File: config.mk
export PLATFORM = sky130hd
export DESIGN_NAME = dmem_arbiter_flat
export DESIGN_NICKNAME = d
export VERILOG_FILES = /design/src/rtl/dmem_arbiter_if.sv /design/src/rtl/dmem_arbiter.sv /design/src/flat_wrapper.sv
export SDC_FILE = /design/constraint.sdc
export NUM_CORES = 1
export LEC_CHECK = 0
export CAP_MARGIN = 30
export CORE_ASPECT_RATIO = 1.2
export CORE_MARGIN = 1.5
export CORE_UTILIZATION = 44
export CTS_CLUSTER_DIAMETER = 40
export CTS_CLUSTER_SIZE = 24
export DETAILED_ROUTE_END_ITERATION = 12
export GPL_ROUTABILITY_DRIVEN = 1
export HOLD_SLACK_MARGIN = 0.06
export PLACE_DENSITY = 0.9
export SETUP_SLACK_MARGIN = 0.15
export SYNTH_ARGS = -nofsm -noshare
export SYNTH_HDL_FRONTEND = slang
export SYNTH_SLANG_ARGS = --single-unit
File: constraint.sdc
create_clock -name clock -period 2.8 [get_ports clock]
set_clock_uncertainty 0.1 [all_clocks]
set_input_delay 0.28 -clock clock [delete_from_list [all_inputs] [get_ports clock]]
set_output_delay 0.28 -clock clock [all_outputs]
set_load 0.05 [all_outputs]
File: src/rtl/dmem_arbiter_if.sv
// dmem_arbiter_if: pipeline, loader and memory-array signals of the data-memory arbiter.
interface dmem_arbiter_if;
  logic       pipe_rd;
  logic       pipe_wr;
  logic [7:0] pipe_addr;
  logic [7:0] pipe_wdata;
  logic [7:0] pipe_rdata;
  logic       pipe_stall;
  logic       ldr_req;
  logic       ldr_we;
  logic [7:0] ldr_addr;
  logic [7:0] ldr_wdata;
  logic       ldr_gnt;
  logic       ldr_done;
  logic [7:0] ldr_rdata;
  logic       mem_rm;
  logic       mem_wm;
  logic [7:0] mem_addr;
  logic [7:0] mem_wdata;
  logic [7:0] mem_rdata;
  modport slave (
    input  pipe_rd, pipe_wr, pipe_addr, pipe_wdata, ldr_req, ldr_we, ldr_addr, ldr_wdata, mem_rdata,
    output pipe_rdata, pipe_stall, ldr_gnt, ldr_done, ldr_rdata, mem_rm, mem_wm, mem_addr, mem_wdata
  );
  modport master (
    output pipe_rd, pipe_wr, pipe_addr, pipe_wdata, ldr_req, ldr_we, ldr_addr, ldr_wdata, mem_rdata,
    input  pipe_rdata, pipe_stall, ldr_gnt, ldr_done, ldr_rdata, mem_rm, mem_wm, mem_addr, mem_wdata
  );
endinterface

File: src/rtl/dmem_arbiter.sv
// dmem_arbiter: shares one data-memory port between the MEM stage and the loader,
// with wait states, pipeline stall and a starvation bound for the loader.
module dmem_arbiter #(
  parameter int unsigned WAIT_STATES  = 1,
  parameter int unsigned STARVE_LIMIT = 4
) (
  input logic          clock,
  input logic          reset_n,
  dmem_arbiter_if.slave bus
);
  typedef enum logic [1:0] {IDLE, PIPE_ACC, LDR_ACC} state_t;
  state_t     r_state;
  logic [2:0] r_cnt;
  logic [3:0] r_starve;
  logic [7:0] r_addr;
  logic [7:0] r_wdata;
  logic       r_we;
  logic [7:0] r_pipe_rdata;
  logic [7:0] r_ldr_rdata;
  logic       r_ldr_done;
  logic       w_idle;
  logic       w_last;
  logic       w_pipe_req;
  logic       w_ldr_req;
  logic       w_starved;
  logic       w_go_ldr;
  logic       w_go_pipe;
  assign w_idle     = r_state == IDLE;
  assign w_last     = r_cnt == 3'(WAIT_STATES);
  assign w_pipe_req = bus.pipe_rd | bus.pipe_wr;
  // the loader's request is still visible while its done pulse is out; skip it then
  assign w_ldr_req  = bus.ldr_req & ~r_ldr_done;
  assign w_starved  = r_starve == 4'(STARVE_LIMIT);
  assign w_go_ldr   = w_ldr_req & (w_starved | ~w_pipe_req);
  assign w_go_pipe  = w_pipe_req & ~(w_ldr_req & w_starved);
  assign bus.pipe_stall = w_pipe_req & ~(r_state == PIPE_ACC & w_last);
  assign bus.mem_rm     = ~w_idle & ~r_we;
  assign bus.mem_wm     = ~w_idle & r_we;
  assign bus.mem_addr   = w_idle ? 8'h00 : r_addr;
  assign bus.mem_wdata  = w_idle ? 8'h00 : r_wdata;
  assign bus.ldr_gnt    = r_state == LDR_ACC;
  assign bus.ldr_done   = r_ldr_done;
  assign bus.pipe_rdata = r_pipe_rdata;
  assign bus.ldr_rdata  = r_ldr_rdata;
  always_ff @(posedge clock or negedge reset_n) begin
    if (!reset_n) begin
      r_state      <= IDLE;
      r_cnt        <= 3'd0;
      r_starve     <= 4'd0;
      r_addr       <= 8'h00;
      r_wdata      <= 8'h00;
      r_we         <= 1'b0;
      r_pipe_rdata <= 8'h00;
      r_ldr_rdata  <= 8'h00;
      r_ldr_done   <= 1'b0;
    end else begin
      r_ldr_done <= 1'b0;
      if (w_idle) begin
        r_cnt <= 3'd0;
        if (w_go_ldr || w_go_pipe) begin
          r_state <= w_go_ldr ? LDR_ACC : PIPE_ACC;
          r_addr  <= w_go_ldr ? bus.ldr_addr : bus.pipe_addr;
          r_wdata <= w_go_ldr ? bus.ldr_wdata : bus.pipe_wdata;
          r_we    <= w_go_ldr ? bus.ldr_we : bus.pipe_wr;
        end
        // a pipeline grant while the loader waits is always below the limit here
        r_starve <= (w_go_ldr || !bus.ldr_req) ? 4'd0 :
                    (w_go_pipe && w_ldr_req) ? r_starve + 4'd1 : r_starve;
      end else if (w_last) begin
        r_state    <= IDLE;
        r_cnt      <= 3'd0;
        r_ldr_done <= r_state == LDR_ACC;
        if (!r_we && r_state == PIPE_ACC) r_pipe_rdata <= bus.mem_rdata;
        if (!r_we && r_state == LDR_ACC) r_ldr_rdata <= bus.mem_rdata;
      end else begin
        r_cnt <= r_cnt + 3'd1;
      end
    end
  end
endmodule
File: src/flat_wrapper.sv
// flat-port wrapper written by rule: the top's interface ports become plain ports
module dmem_arbiter_flat 
#(
  parameter int unsigned WAIT_STATES  = 1,
  parameter int unsigned STARVE_LIMIT = 4
)
  (clock, reset_n, bus_pipe_rd, bus_pipe_wr, bus_pipe_addr, bus_pipe_wdata, bus_ldr_req, bus_ldr_we, bus_ldr_addr, bus_ldr_wdata, bus_mem_rdata, bus_pipe_rdata, bus_pipe_stall, bus_ldr_gnt, bus_ldr_done, bus_ldr_rdata, bus_mem_rm, bus_mem_wm, bus_mem_addr, bus_mem_wdata);
  dmem_arbiter_if bus_i ();
  input logic clock;
  input logic reset_n;
  input wire logic [$bits(bus_i.pipe_rd)-1:0] bus_pipe_rd;
  input wire logic [$bits(bus_i.pipe_wr)-1:0] bus_pipe_wr;
  input wire logic [$bits(bus_i.pipe_addr)-1:0] bus_pipe_addr;
  input wire logic [$bits(bus_i.pipe_wdata)-1:0] bus_pipe_wdata;
  input wire logic [$bits(bus_i.ldr_req)-1:0] bus_ldr_req;
  input wire logic [$bits(bus_i.ldr_we)-1:0] bus_ldr_we;
  input wire logic [$bits(bus_i.ldr_addr)-1:0] bus_ldr_addr;
  input wire logic [$bits(bus_i.ldr_wdata)-1:0] bus_ldr_wdata;
  input wire logic [$bits(bus_i.mem_rdata)-1:0] bus_mem_rdata;
  output wire logic [$bits(bus_i.pipe_rdata)-1:0] bus_pipe_rdata;
  output wire logic [$bits(bus_i.pipe_stall)-1:0] bus_pipe_stall;
  output wire logic [$bits(bus_i.ldr_gnt)-1:0] bus_ldr_gnt;
  output wire logic [$bits(bus_i.ldr_done)-1:0] bus_ldr_done;
  output wire logic [$bits(bus_i.ldr_rdata)-1:0] bus_ldr_rdata;
  output wire logic [$bits(bus_i.mem_rm)-1:0] bus_mem_rm;
  output wire logic [$bits(bus_i.mem_wm)-1:0] bus_mem_wm;
  output wire logic [$bits(bus_i.mem_addr)-1:0] bus_mem_addr;
  output wire logic [$bits(bus_i.mem_wdata)-1:0] bus_mem_wdata;
  assign bus_i.pipe_rd = bus_pipe_rd;
  assign bus_i.pipe_wr = bus_pipe_wr;
  assign bus_i.pipe_addr = bus_pipe_addr;
  assign bus_i.pipe_wdata = bus_pipe_wdata;
  assign bus_i.ldr_req = bus_ldr_req;
  assign bus_i.ldr_we = bus_ldr_we;
  assign bus_i.ldr_addr = bus_ldr_addr;
  assign bus_i.ldr_wdata = bus_ldr_wdata;
  assign bus_i.mem_rdata = bus_mem_rdata;
  assign bus_pipe_rdata = bus_i.pipe_rdata;
  assign bus_pipe_stall = bus_i.pipe_stall;
  assign bus_ldr_gnt = bus_i.ldr_gnt;
  assign bus_ldr_done = bus_i.ldr_done;
  assign bus_ldr_rdata = bus_i.ldr_rdata;
  assign bus_mem_rm = bus_i.mem_rm;
  assign bus_mem_wm = bus_i.mem_wm;
  assign bus_mem_addr = bus_i.mem_addr;
  assign bus_mem_wdata = bus_i.mem_wdata;
  dmem_arbiter #(.WAIT_STATES(WAIT_STATES), .STARVE_LIMIT(STARVE_LIMIT)) u_core (.clock(clock), .reset_n(reset_n), .bus(bus_i));
endmodule
; ---- Word level (Yosys, flattened, before mapping)
; Cells that the tools add are included.
[classes]
n_addsub = 2
muxes = 15
bitwise = 16
reduce_logical = 15
n_eq_ne = 5
[ops]
columns = op, n
row1 = $mux 8, 4
row2 = $and 1x1->1, 8
row3 = $mux 2, 4
row4 = $mux 4, 2
row5 = $mux 3, 2
row6 = $not 1->1, 6
row7 = $reduce_and 2->1, 3
row8 = $reduce_and 3->1, 2
row9 = $add 4x1->4 const B, 1
row10 = $eq 4x3->1 const B, 1
row11 = $reduce_bool 2->1, 2
row12 = $add 3x1->3 const B, 1
row13 = $eq 3x1->1 const B, 1
row14 = $logic_and 1x1->1, 3
row15 = $mux 1, 3
row16 = $eq 2x1->1 const B, 1
row17 = $eq 2x2->1 const B, 1
row18 = $logic_not 1->1, 2
row19 = $logic_not 2->1, 1
row20 = $logic_or 1x1->1, 2
row21 = $ne 2x2->1 const B, 1
row22 = $or 1x1->1, 2
[totals]
register_bits = 43
inputBits = 46
out_inout_bits = 37
wordCells = 62

; ---- Depth between registers and ports, before layout
; Gate-level depths: netlist of the first run.
[depth]
word_depth = 8
depth_mapped = 6
ltp_nobuf = 5

; ---- Worst setup path before layout of the first run
; OpenSTA, ideal clock, no wires.
[synth_timing]
path_kind = reg2out
startpoint = reg u_core.r_state[1]
endpoint = out bus_mem_addr[7]
t_required_ns = 2.420
stages_incl_launch_ff = 6
path_slack_ns = 0.740
arrival_time_ns = 1.680
cell_sequence = dfrtp_1 > buf_2 > nor2_1 > clkbuf_1 > clkbuf_1 > nor2b_1
[synth_via]
elab_chain_len = 2
[synth_lines]
columns = element, line_no
row1 = from (decl), dmem_arbiter.sv:12  ; state_t r_state;
row2 = from (signal assigned), dmem_arbiter.sv:61  ; r_state <= w_go_ldr ? LDR_ACC : PIPE_ACC;
row3 = $logic_not 2->1, dmem_arbiter.sv:28  ; assign w_idle = r_state == IDLE;
row4 = $mux 8, dmem_arbiter.sv:39  ; assign bus.mem_addr = w_idle ? 8'h00 : r_addr;
row5 = to (decl), flat_wrapper.sv:27  ; output wire logic [$bits(bus_i.mem_addr)-1:0] bus_mem_addr;
; Every way passes these cells.

; ---- Worst setup path after layout of the first run
[layout_timing]
startpoint = reg u_core.r_state[1]
endpoint = out bus_mem_addr[5]
; Same word-level chain as after synthesis.

==> results of run 1 <==
==> state kept, by name, indices dropped and copies added (netlist names) <==
signal                 flops
u_core.bus.ldr_rdata       8
u_core.bus.pipe_rdata      8
u_core.r_addr              8
u_core.r_wdata             8
u_core.r_starve            4
u_core.r_cnt               3
u_core.r_state             2
u_core.bus.ldr_done        1
u_core.r_we                1
==> through the flow <==
stage	hold slack, ns	worst slack (ns)
after CTS	0.411	0.213
after global placement	0.358	0.578
after floorplan	-0.116	0.740
final	0.217	0.305
after detailed placement	0.373	0.559
after global routing	0.229	0.195
==> cell usage after synthesis, drive strengths merged <==
cell      n  area [µm²]
a2111oi   1        8.76
a211o     1        8.76
a21o      2        15.0
a21oi     2        13.8
a221o    17         170
a22o      2        17.5
a31o      1        8.76
a31oi     1        6.26
and3b     1        8.76
buf       5        33.8
clkbuf   10        37.5
dfrtp    43        1080
ha        2        25.0
inv       3        11.3
mux2     17         221
nand2     1        3.75
nand2b    3        18.8
nand3     1        5.00
nand3b    2        15.0
nor2      8        30.0
nor2b    18         113
nor3      4        20.0
nor3b     1        7.51
nor4b     1        23.8
o2111a   16         180
o211a     1        10.0
o21ai     1        5.00
o311a     1        10.0
or2       1        6.26
or3       1        6.26
or3b      1        8.76
or4b      1        10.0
xor2      1        8.76
==> worst max-delay path, stage by stage, from the launching register on <==
cell and delay (ns):
dfrtp_1 0.56, nor2_2 0.07, buf_4 0.23, nor2b_1 0.15, clkdlybuf4s50_1 0.81
==> routing by layer <==
metal | routed length [µm] | up-vias | track usage (%)
met5 | 0 | - | 0
met4 | 78 | 0 | 7.35
met3 | 342 | 9 | 5.64
met2 | 2650 | 65 | 35.9
met1 | 2150 | 887 | 24.8
li1 | - | 826 | -
==> path summary, 6_finish.rpt <==
check                                                startpoint                                   end  slack (ns)  depth (start not counted)
max                               u_core.r_state[1]$_DFFE_PN0P_                       bus_mem_addr[5]        0.31                          4
min                                                     reset_n   u_core.bus.ldr_rdata[2]$_DFFE_PN0P_        0.22                          2
max reg2reg                           u_core.r_cnt[2]$_DFF_PN0_   u_core.bus.ldr_rdata[2]$_DFFE_PN0P_        0.67                          3
min reg2reg                u_core.bus.pipe_rdata[4]$_DFFE_PN0P_  u_core.bus.pipe_rdata[4]$_DFFE_PN0P_        0.41                          1
max in group asynchronous                               reset_n          u_core.r_addr[3]$_DFFE_PN0P_        1.98                          3
min in group clock         u_core.bus.pipe_rdata[4]$_DFFE_PN0P_  u_core.bus.pipe_rdata[4]$_DFFE_PN0P_        0.41                          1
==> layout by cell type, fill, tap and decap left out, types with 2 or more instances in the layout <==
master	netlist	final
clkdlybuf4s50_1	0	80
dfrtp_1	43	43
nor2b_1	18	18
a221o_1	17	17
o2111a_1	16	16
mux2_2	9	9
mux2_4	8	8
nor2_1	8	7
buf_4	1	6
clkbuf_8	0	5
nor3_1	4	4
inv_1	3	3
nand2b_1	3	3
nand3b_1	2	2
a22o_1	2	2
a21o_1	2	2
ha_1	2	2
clkbuf_1	10	2
==> repair_timing <==
item                                    in CTS  in global routing
hold endpoints to repair                    31                  0
hold buffers                                 1                  0
endpoints found under the setup margin       0                  1
gates resized for setup                      0                  1
==> power groups by stage <==
stage	logic, W	registers [W]	clock network, W
3_5_place_dp	0.00253	0.00111	0
3_3_place_gp	0.00249	0.00110	0
2_1_floorplan	0.00138	0.00147	0
5_1_grt	0.00267	0.00114	0.000417
6_report	0.00253	0.00111	0.000376
4_1_cts	0.00254	0.00110	0.000387
==> cells by family (layout without fill, tap and decap cells) <==
group | after synthesis | count (layout) | synth area share (%)
flip-flops | 43 | 43 | 50.2
multiplexers | 17 | 17 | 10.3
AND/OR/NAND/NOR | 44 | 44 | 12.9
adder cells (fa/ha/maj) | 2 | 2 | 1.17
XOR/XNOR | 1 | 1 | 0.408
AO/OA/AOI/OAI | 46 | 46 | 21.2
buffers and inverters | 18 | 101 | 3.85
==> final cells by class <==
cell class,count,area (µm²),share of cell area (%)
Tap cell,58,72.6,2.32
Sequential cell,43,1080,34.5
Inverter,3,11.3,0.361
Timing Repair Buffer,90,893,28.6
Multi-Input combinational cell,110,988,31.7
Clock buffer,7,76.3,2.44
Clock inverter,1,5.00,0.160
==> results.cfg, run 1 <==
[run_status]
status = complete, no violations

[route]
wirelength_um = 5220
drt-initial-drc-count = 62
vias_per_cell = 5.73
vias = 1787
wl_per_cell_um = 16.7
drc_errors = 0
firstDrtPassIters = 4
drtAntennaViolNets = 0

[logic_synthesis]
ys_ff_latch = 43
synth-seq-area-share_pct = 50.2
synthCells = 171
synth_area_um2 = 2140
avgSynthCellArea_um2 = 12.5
ys.warnings.count = 0
yosysUniqueCellTypes = 37
synthesis.nets = 219

[critical_path]
required_ns = 2.42
worst_ep_arrival_time_ns = 2.11
cp_max_fo = 26
path_class = flip-flop to primary output
worstSetupStartpointType = flip-flop
endpoint_kind = primary output

[global_routing]
grtUsageTotal_pct = 20.9
antenna_found_initial = 0
grt_max_degree = 44
gr-total-overflow = 0
grt_pass1_vias = 1791
grt_pass1_wl_um = 8470

[pwr]
clockPowerShare_pct = 9.4
p_leak_nw = 1.33
power.switching_w = 0.00192
p_int_w = 0.00210
total_power_w = 0.00401
power_frac_seq_pct = 27.6
p_sw_share_pct = 47.8
pwr-share-comb_pct = 63.0
power_density_nw_per_um2 = 1290
irDropWorstVdd_mv = 0.617

[floorplan]
pin_count = 83
coreArea_um2 = 4630
die_area_um2 = 5300
fp.dieW_um = 66.7
start_util_pct = 46.3
rows = 27
die_h_um = 79.5

[sta]
tightest_slew_ns = 0.721
finalHoldViolCount = 0
slew_headroom_pct = 51.9
finalCriticalPeriod_ns = 2.49
rsz0062_at_grt = no
finalMaxSlewViolations = 0
setup-tns-final_ns = 0
fmax_mhz = 401
post-route-period-util_pct = 89.1
setup_viol = 0

[clock_tree]
cts_tree = done
numCtsBuffers = 5
postCtsSetupBuffers = 0
cts_buffer_depth = 2
path_clk_slew_ns = 0.08
clkSinkCount = 43
htreeDepth = 2
clock_latency_ns = 0.29
root_buffer = clkbuf_8

[placed_design]
gp_congestion = 0.799
portBuffers = 82
dp_hpwl_um = 3710
placed_area_um2 = 3010
dp_cells = 302

[job]
maxCapViolations = 0

[cells_and_area]
nFillCells = 345
final_cell_count_no_fill = 312
antenna_cells = 0
syn_to_final_growth_pct = 45.6
final_util_pct = 67.5
layout.nets = 301
design_area_um2 = 3120
drive_above_1_share_pct = 14.2

[hold_path]
hp-class = input pin to asynchronous set/reset pin
(Power assumes the default switching activity.)
==> run 2, diff against run 1 <==
TNS_END_PERCENT = 50   (was unset)
==> results of run 2 <==
No change in the layout: final DEF, timing and power equal those of run 1.
